<file path="src/rtl/pipe_ctrl.sv">
// -----------------------------------------------------------------------------
// pipe_ctrl
// Stall/flush sequencer for the 5-stage 16-bit pipeline. Produces write
// enables and bubble-inserts for the PC and the four pipeline registers from
// hazard, memory-busy and halt inputs, follows a HLT down the pipe to a
// terminal HALTED state, and keeps a watchdog on data-memory stalls.
//
// Ports
//   clk            in   rising-edge clock
//   rst            in   synchronous reset, active-low
//   id_hlt         in   HLT instruction in ID
//   wb_hlt         in   HLT has reached writeback (MEM/WB)
//   load_use       in   ID source depends on the load currently in EX
//   br_taken       in   branch/jump resolved taken in ID
//   imem_busy      in   instruction memory not ready
//   dmem_busy      in   data memory not ready for the MEM-stage access
//   pc_en .. memwb_en, ifid_flush, idex_flush
//                  out  Mealy stage controls (state + inputs), 0 during reset
//   halted         out  registered, core fully stopped
//   stall_cnt      out  consecutive dmem_busy cycles, saturating
//   stall_timeout  out  sticky, set when stall_cnt reaches MAX_STALL
// -----------------------------------------------------------------------------
module pipe_ctrl #(
    parameter int CNT_W     = 8,
    parameter int MAX_STALL = 200
) (
    input  logic             clk,
    input  logic             rst,
    input  logic             id_hlt,
    input  logic             wb_hlt,
    input  logic             load_use,
    input  logic             br_taken,
    input  logic             imem_busy,
    input  logic             dmem_busy,
    output logic             pc_en,
    output logic             ifid_en,
    output logic             ifid_flush,
    output logic             idex_en,
    output logic             idex_flush,
    output logic             exmem_en,
    output logic             memwb_en,
    output logic             halted,
    output logic [CNT_W-1:0] stall_cnt,
    output logic             stall_timeout
);

    typedef enum logic [1:0] {
        S_RUN    = 2'd0,
        S_DSTALL = 2'd1,
        S_DRAIN  = 2'd2,
        S_HALTED = 2'd3
    } state_t;

    localparam logic [CNT_W-1:0] CNT_MAX = {CNT_W{1'b1}};
    localparam logic [CNT_W-1:0] STALL_LIMIT = CNT_W'(MAX_STALL);

    state_t           state_q, state_d;
    logic             halted_q;
    logic [CNT_W-1:0] cnt_q, cnt_d;
    logic             tmo_q, tmo_d;

    logic pc_en_s, ifid_en_s, ifid_flush_s, idex_en_s, idex_flush_s;
    logic exmem_en_s, memwb_en_s;

    // Next state and Mealy stage controls, in priority order
    always_comb begin
        state_d      = state_q;
        pc_en_s      = 1'b1;
        ifid_en_s    = 1'b1;
        ifid_flush_s = 1'b0;
        idex_en_s    = 1'b1;
        idex_flush_s = 1'b0;
        exmem_en_s   = 1'b1;
        memwb_en_s   = 1'b1;
        if (state_q == S_HALTED) begin
            pc_en_s    = 1'b0;
            ifid_en_s  = 1'b0;
            idex_en_s  = 1'b0;
            exmem_en_s = 1'b0;
            memwb_en_s = 1'b0;
        end else if (dmem_busy) begin
            // Full freeze; a drain in progress resumes once memory is ready
            pc_en_s    = 1'b0;
            ifid_en_s  = 1'b0;
            idex_en_s  = 1'b0;
            exmem_en_s = 1'b0;
            memwb_en_s = 1'b0;
            state_d    = (state_q == S_DRAIN) ? S_DRAIN : S_DSTALL;
        end else begin
            case (state_q)
                S_DRAIN: begin
                    // Keep fetching bubbles until the HLT retires
                    pc_en_s      = 1'b0;
                    ifid_flush_s = 1'b1;
                    state_d      = wb_hlt ? S_HALTED : S_DRAIN;
                end
                S_RUN, S_DSTALL: begin
                    state_d = S_RUN;
                    if (load_use) begin
                        pc_en_s      = 1'b0;
                        ifid_en_s    = 1'b0;
                        idex_flush_s = 1'b1;
                    end else if (br_taken) begin
                        // Redirect beats a pending fetch; the PC change abandons it
                        ifid_flush_s = 1'b1;
                    end else if (imem_busy) begin
                        pc_en_s      = 1'b0;
                        ifid_flush_s = 1'b1;
                    end else if (id_hlt) begin
                        pc_en_s      = 1'b0;
                        ifid_flush_s = 1'b1;
                        state_d      = S_DRAIN;
                    end else begin
                        state_d = S_RUN;
                    end
                end
                default: begin
                    state_d = S_RUN;
                end
            endcase
        end
    end

    // Stall counter next value and sticky watchdog
    always_comb begin
        cnt_d = cnt_q;
        tmo_d = tmo_q;
        if (dmem_busy) begin
            cnt_d = (cnt_q == CNT_MAX) ? cnt_q : cnt_q + {{(CNT_W-1){1'b0}}, 1'b1};
            if (cnt_d == STALL_LIMIT) begin
                tmo_d = 1'b1;
            end else begin
                tmo_d = tmo_q;
            end
        end else begin
            cnt_d = {CNT_W{1'b0}};
        end
    end

    // State, halted flag and watchdog registers with synchronous reset
    always_ff @(posedge clk) begin
        if (!rst) begin
            state_q  <= S_RUN;
            halted_q <= 1'b0;
            cnt_q    <= {CNT_W{1'b0}};
            tmo_q    <= 1'b0;
        end else begin
            state_q  <= state_d;
            halted_q <= (state_d == S_HALTED);
            cnt_q    <= cnt_d;
            tmo_q    <= tmo_d;
        end
    end

    // Stage controls are forced low while reset is asserted
    assign pc_en         = rst & pc_en_s;
    assign ifid_en       = rst & ifid_en_s;
    assign ifid_flush    = rst & ifid_flush_s;
    assign idex_en       = rst & idex_en_s;
    assign idex_flush    = rst & idex_flush_s;
    assign exmem_en      = rst & exmem_en_s;
    assign memwb_en      = rst & memwb_en_s;
    assign halted        = halted_q;
    assign stall_cnt     = cnt_q;
    assign stall_timeout = tmo_q;

endmodule
</file>
<file path="config.mk">
export PLATFORM = sky130hd
export DESIGN_NAME = pipe_ctrl
export DESIGN_NICKNAME = d
export VERILOG_FILES = /design/src/rtl/pipe_ctrl.sv
export SDC_FILE = /design/constraint.sdc
export NUM_CORES = 1
export LEC_CHECK = 0
export ABC_AREA = 1
export BUFFER_PORTS_ARGS = -buffer_cell sky130_fd_sc_hd__buf_2
export CORE_MARGIN = 2
export CORE_UTILIZATION = 40
export CTS_BUF_LIST = sky130_fd_sc_hd__clkbuf_16
export CTS_CLUSTER_SIZE = 8
export DETAILED_ROUTE_END_ITERATION = 12
export PLACE_DENSITY = 0.73
export SYNTH_ARGS = -nofsm -noshare
export SYNTH_HDL_FRONTEND = slang
export SYNTH_SLANG_ARGS = --single-unit
</file>
<file path="constraint.sdc">
create_clock -name clk -period 1.7 [get_ports clk]
set_clock_uncertainty 0.15 [all_clocks]
set_input_delay 0.085 -clock clk [delete_from_list [all_inputs] [get_ports clk]]
set_output_delay 0.085 -clock clk [all_outputs]
set_load 0.02 [all_outputs]
</file>
==> key figures, run 1 <==
Floorplanning
  • Number of I/O pins: 25
  • Die Height: 45.4 microns
  • Die ar.: 2060 sq um
  • Core area: 1560 sq um
  • Site Rows: 14
  • Chip width: 45.4 microns
  • Starting Density: 43.9%

Pwr
  • Static Leak: 0.520 nW
  • Worst VDD drop: 0.718 mV
  • Power density cells: 828 nW/um^2

Critical path
  • Reg2reg setup slack: 0.12 ns
  • Crit Path Max Fanout: 7
  • CP Launch Point: stall_cnt[0]
  • Worst r2r dst: stall_timeout
  • Worst path required time: 1.73 ns
  • CP Capture Type: flip-flop
  • Critical Path Start Type: flip-flop
  • Worst R2R Start: stall_cnt[0]
  • CP endpoint: stall_timeout
  • Critical Path AT: 1.61 ns
  • Worst R2R Path Depth: 9
  • Critical path class: flip-flop to flip-flop

Routing
  • Post-route ant nets: 0
  • Routed len/inst: 11.2 microns
  • Detailed-route wire length: 1.73 mm
  • Vias per cell: 4.85
  • Via count: 747
  • Post-route DRC: 0
  • Drt first pass iters: 4
  • DR iter-0 viols: 29

Synth
  • Cell Area, Synth: 684 sq um
  • #FFs+latches synth: 12
  • Library cells used by synthesis: 21
  • Register area share after synthesis: 35.1%
  • Syn Area/Cell: 6.64 sq um
  • Cells after Synth: 103
  • Mapped Nets: 112
  • YS warnings: 0

STA
  • Fmax achieved: 0.631 GHz
  • Endpoints failing setup: 0
  • Final Max Slew Viols: 0
  • Worst-margin pin slew: 0.253 ns
  • Setup ws final: 0.116 ns
  • Final hold vios: 0
  • Tmin final: 1.58 ns
  • Final period util: 93.2%
  • Rel. slew slack: 83.0%
  • Setup TNS Final: 0 ns

Final layout
  • Commonest cells after routing, fill and taps aside: buf_2, nor2_1, nand2_1, inv_1, dfxtp_1
  • Nets: 148
  • Ant. Diodes: 0
  • Area of the multi-input gates: 372 sq um
  • Layout cells sized above 1: 29.7%
  • # fillers: 142
  • P&R area growth vs syn: 42.0%
  • Storage cell area: 241 sq um
  • Commonest non-fill, non-tap cell in the layout: buf_2
  • Non-filler cells, final: 154

Status
  • Status: complete, no violations

Clock network
  • Htree depth: 1
  • Clk_lat worst skew: 0.24 ns
  • CTS tree: yes
  • Clock root cell: clkbuf_16
  • Maximum buffer depth of the clock tree: 2
  • Clock sink count: 12
  • Total CTS buffers: 3
  • Worst-path clk slew: 0.04 ns

Placement
  • Post-place setup slack: 0.100 ns
  • Port bufs: 24
  • GPL Wtd Cong: 0.864
  • Dpl cells: 143
  • HPWL after DPL: 1.25 mm

Global route
  • Number of global-route vias before repair: 654
  • Total gr overflow: 0
  • First-pass GRT wire length: 2.78 mm
  • Global-route usage over all layers: 19.1%
  • Initial antenna violation count: 0
  • Largest net degree at the start of global routing: 9

Hold path
  • Hold Path Depth: 3
  • Worst min path class: input pin to flip-flop

Run
  • # Max-Cap Violations: 0
synthesized netlist by cell type:
master | instances | area [sq um]
o21ai_0 | 3 | 15.0
ha_1 | 1 | 12.5
nor2_4 | 1 | 11.3
a21oi_2 | 1 | 8.76
buf_4 | 2 | 15.0
nand2_1 | 19 | 71.3
nor2_1 | 19 | 71.3
inv_1 | 16 | 60.1
nand4_1 | 1 | 6.26
dfxtp_1 | 12 | 240
o21bai_1 | 1 | 7.51
nand3_1 | 7 | 35.0
nand2_4 | 1 | 11.3
nand2_2 | 3 | 18.8
xnor2_1 | 1 | 8.76
nor3_1 | 3 | 15.0
nor4_1 | 1 | 6.26
a21oi_1 | 8 | 40.0
and3_1 | 1 | 6.26
nor2_2 | 1 | 6.26
nand3_4 | 1 | 17.5
worst min-delay path by stage:
stage	startpoint	endpoint	slack (ns)
detailed placement	rst	stall_cnt[5]	0.22
CTS	rst	stall_timeout	0.008
floorplan	dmem_busy	stall_cnt[5]	0.06
global route	dmem_busy	stall_cnt[6]	0.06
finish	dmem_busy	stall_cnt[6]	0.03
global placement	imem_busy	state_q[1]	0.22
stage by stage:
step	utilization, %	power, mW	area (sq um)	hold slack [ns]
floorplan	-	0.337	684	0.0608
global placement	52.9	0.362	825	0.217
detailed placement	52.9	0.363	825	0.218
CTS	61.2	0.815	953	0.00803
global route	62.4	0.841	972	0.0570
finish	62.4	0.804	972	0.0337
state kept, by name, indices dropped and copies added, names as in the netlist:
name / cells
halted: 1
stall_cnt: 8
stall_timeout: 1
state_q: 2
what timing repair did:
item | 4_1_cts | 5_1_grt
setup buffers | 0 | 2
setup endpoints to repair | 0 | 1
hold buffers | 5 | 0
gates resized for setup | 0 | 2
endpoints found under the hold margin | 4 | 0
power breakdown:
group          internal (mW)  switching, mW  total, mW
clock network          0.310          0.126      0.436
logic                 0.0328         0.0456     0.0784
registers              0.287        0.00319      0.290
worst max-delay path, stage by stage (launching register included):
cell and delay (ns):
dfxtp_1 0.34, ha_2 0.20, nand2_2 0.09, nor2_4 0.15, nand2_4 0.10, nand2_1 0.08
nor2_1 0.05, nor2_1 0.14, nand3_1 0.11, a21oi_2 0.11
per-layer routing:
layer	track usage, %	vias to the layer above	share of wire (%)
li1	-	394	-
met1	25.7	323	44
met2	28.3	30	48
met3	7.20	0	8.1
met4	5.29	0	0
met5	0	-	0
final cells by class:
class                           instances  area share [%]
Clock buffer                            3            7.72
Clock inverter                          1           0.386
Inverter                               16            6.18
Multi-Input combinational cell         73            38.2
Sequential cell                        12            24.8
Tap cell                               16            2.06
Timing Repair Buffer                   33            20.6
cell families after synthesis:
group,synth area share (%)
buf+inv,11.0
simple gates,40.4
compound gates,10.4
fa+ha+maj,1.83
xor+xnor,1.28
flops,35.1
No activity file was read; power rests on OpenSTA's default activity.
==> run 2, diff against run 1 <==
- CORE_UTILIZATION: 40 -> 47
- PLACE_DENSITY: 0.73 -> 0.82
==> key figures, run 2 (same netlist as run 1, synthesis figures left out) <==
Status
  • Status: complete, no violations

Global route
  • Total gr overflow: 0 (unchanged)
  • Largest net degree at the start of global routing: 9 (unchanged)
  • Number of global-route vias before repair: 707 (+8.1%)
  • First-pass GRT wire length: 2.94 mm (+5.7%)
  • Initial antenna violation count: 0 (unchanged)
  • Global-route usage over all layers: 22.2% (+3.1 points)

Final layout
  • Nets: 148 (unchanged)
  • Commonest non-fill, non-tap cell in the layout: buf_2
  • Layout cells sized above 1: 34.1% (+4.3 points)
  • Ant. Diodes: 0 (unchanged)
  • Commonest cells after routing, fill and taps aside: buf_2, nand2_1, nor2_1, inv_1, a21oi_1
  • Post-layout util: 74.7% (+12 points)
  • Final instance area: 996 sq um (+2.4%)
  • P&R area growth vs syn: 45.5%
  • Non-filler cells, final: 153 (-0.65%)
  • Largest register FFs: 8 (unchanged)

STA
  • Tmin final: 1.67 ns (+0.0863 ns)
  • Worst Hold Slack: 0.0205 ns (-0.0132 ns)
  • Final Max Slew Viols: 0 (unchanged)
  • Endpoints failing setup: 0 (unchanged)
  • Setup TNS Final: 0 ns (unchanged)
  • Worst-margin pin slew: 0.335 ns (+0.0822 ns)
  • Final hold vios: 0 (unchanged)
  • Final period util: 98.2% (+5.1 points)
  • Setup ws final: 0.0298 ns (-0.0863 ns)
  • Rel. slew slack: 77.4% (-5.6 points)
  • Fmax achieved: 0.599 GHz (-5.2%)

Pwr
  • Sequential power share: 36.3% (+0.2 points)
  • Gate power share: 10.2% (+0.5 points)
  • Power density cells: 807 nW/um^2 (-2.4%)
  • Worst VDD drop: 1.04 mV (+45%)
  • Switching share of total power: 21.5% (-0.21 points)
  • Switch Pwr: 173 uW (-1.0%)
  • Internal cell power: 631 uW (+0.24%)
  • Static Leak: 0.542 nW (+4.2%)
  • Clk pwr share: 53.5% (-0.7 points)
  • Total Power: 804 uW (about the same)

Critical path
  • Critical Path AT: 1.69 ns (+0.08 ns)
  • Worst R2R Path Depth: 7 (-2)
  • Critical Path Start Type: flip-flop
  • Top delay family on crit path: compound AO/OA/AOI/OAI gates
  • Worst R2R Start: stall_cnt[1]
  • Critical path class: flip-flop to flip-flop
  • CP dominant cell by count: nand3_1
  • Slowest Stage Delay on Critical Path: 0.35 ns (about the same)
  • CP Capture Type: flip-flop
  • Crit Path Max Fanout: 4 (-3)
  • Worst r2r dst: stall_timeout
  • CP max-delay cell: dfxtp_2
  • CP cell instances: ha_4 > nand2_4 > o21ai_0 > nand3_1 > nor2_1 > nand3_1 > a21oi_2
  • Number of cells on the critical path: 7 (-2)
  • Worst path required time: 1.72 ns (about the same)
  • Reg2reg setup slack: 0.03 ns (-0.09 ns)
  • WP buf/inv: 0 (unchanged)

Run
  • # Max-Cap Violations: 0 (unchanged)

Floorplanning
  • Chip width: 42.2 microns (-7.1%)
  • Starting Density: 51.3% (+7.4 points)
  • Core area: 1330 sq um (-14%)
  • Number of I/O pins: 25 (unchanged)
  • Die ar.: 1780 sq um (-14%)
  • Die Height: 42.2 microns (-7.1%)
  • Site Rows: 13 (-1)

Hold path
  • Hold Path Depth: 3 (unchanged)
  • HP Start: dmem_busy
  • Worst min path class: input pin to flip-flop
  • WHS Endpoint: stall_cnt[6]

Routing
  • Post-route DRC: 0 (unchanged)
  • Vias per cell: 5.48 (+13%)
  • DR iter-0 viols: 42 (+45%)
  • Via count: 839 (+12%)
  • Routed len/inst: 13.1 microns (+17%)
  • Post-route ant nets: 0 (unchanged)
  • Drt first pass iters: 4 (unchanged)
  • Detailed-route wire length: 2.01 mm (+16%)

Placement
  • Port bufs: 24 (unchanged)
  • GPL Wtd Cong: 0.871 (+0.88%)
  • Post-place setup slack: 0.0798 ns (-0.0203 ns)
  • HPWL after DPL: 1.30 mm (+4.1%)
  • Placed cell area: 823 sq um (-0.15%)
  • Dpl cells: 142 (-0.70%)

Clock network
  • Worst-path clk slew: 0.04 ns (about the same)
  • CTS tree: yes
  • Total CTS buffers: 3 (unchanged)
  • Clock sink count: 12 (unchanged)
  • Clock root cell: clkbuf_16
  • Maximum buffer depth of the clock tree: 2 (unchanged)
  • Clk_lat worst skew: 0.24 ns (about the same)
  • Htree depth: 1 (unchanged)
## run 2: repair_timing
action | CTS | global route
setup buffers | 0 | 2
endpoints found under the setup margin | 0 | 1
gates resized for setup | 0 | 10
hold endpoints to repair | 4 | 0
hold buffers | 5 | 0
## run 2: worst max path at each step
| stage | start | end | slack (ns) |
|---|---|---|---|
| floorplan | stall_cnt[1] | stall_timeout | 0.04 |
| global placement | stall_cnt[0] | stall_timeout | 0.18 |
| detailed placement | stall_cnt[0] | stall_timeout | 0.08 |
| CTS | stall_cnt[0] | stall_timeout | 0.01 |
| global route | stall_cnt[1] | stall_timeout | -0.04 |
| finish | stall_cnt[1] | stall_timeout | 0.03 |
## run 2: per-layer routing
metal	wire, microns	track usage, %	share of wire (%)
met1	714	22.3	36
met2	1020	37.2	51
met3	198	9.91	9.9
met4	74	13.1	3.7
met5	0	0	0
## run 2: cell type report
type | count | area (sq um)
timing repair buffer | 33 | 200
inverter | 16 | 60.1
clock buffer | 3 | 75.1
multi-input combinational | 73 | 392
tap | 15 | 18.8
sequential | 12 | 246
fill | 93 | 338
clock inverter | 1 | 3.75
## run 2: worst min-delay path, stage by stage
cell and delay (ns):
buf_2 0.13, nand2_1 0.09, nor3_1 0.05
## run 2: power by group through the flow
stage	logic (mW)	registers, mW	clock network (mW)
4_1_cts	0.0778	0.290	0.432
3_5_place_dp	0.0687	0.295	0
2_1_floorplan	0.0382	0.299	0
6_report	0.0818	0.292	0.431
5_1_grt	0.0888	0.292	0.448
3_3_place_gp	0.0675	0.295	0
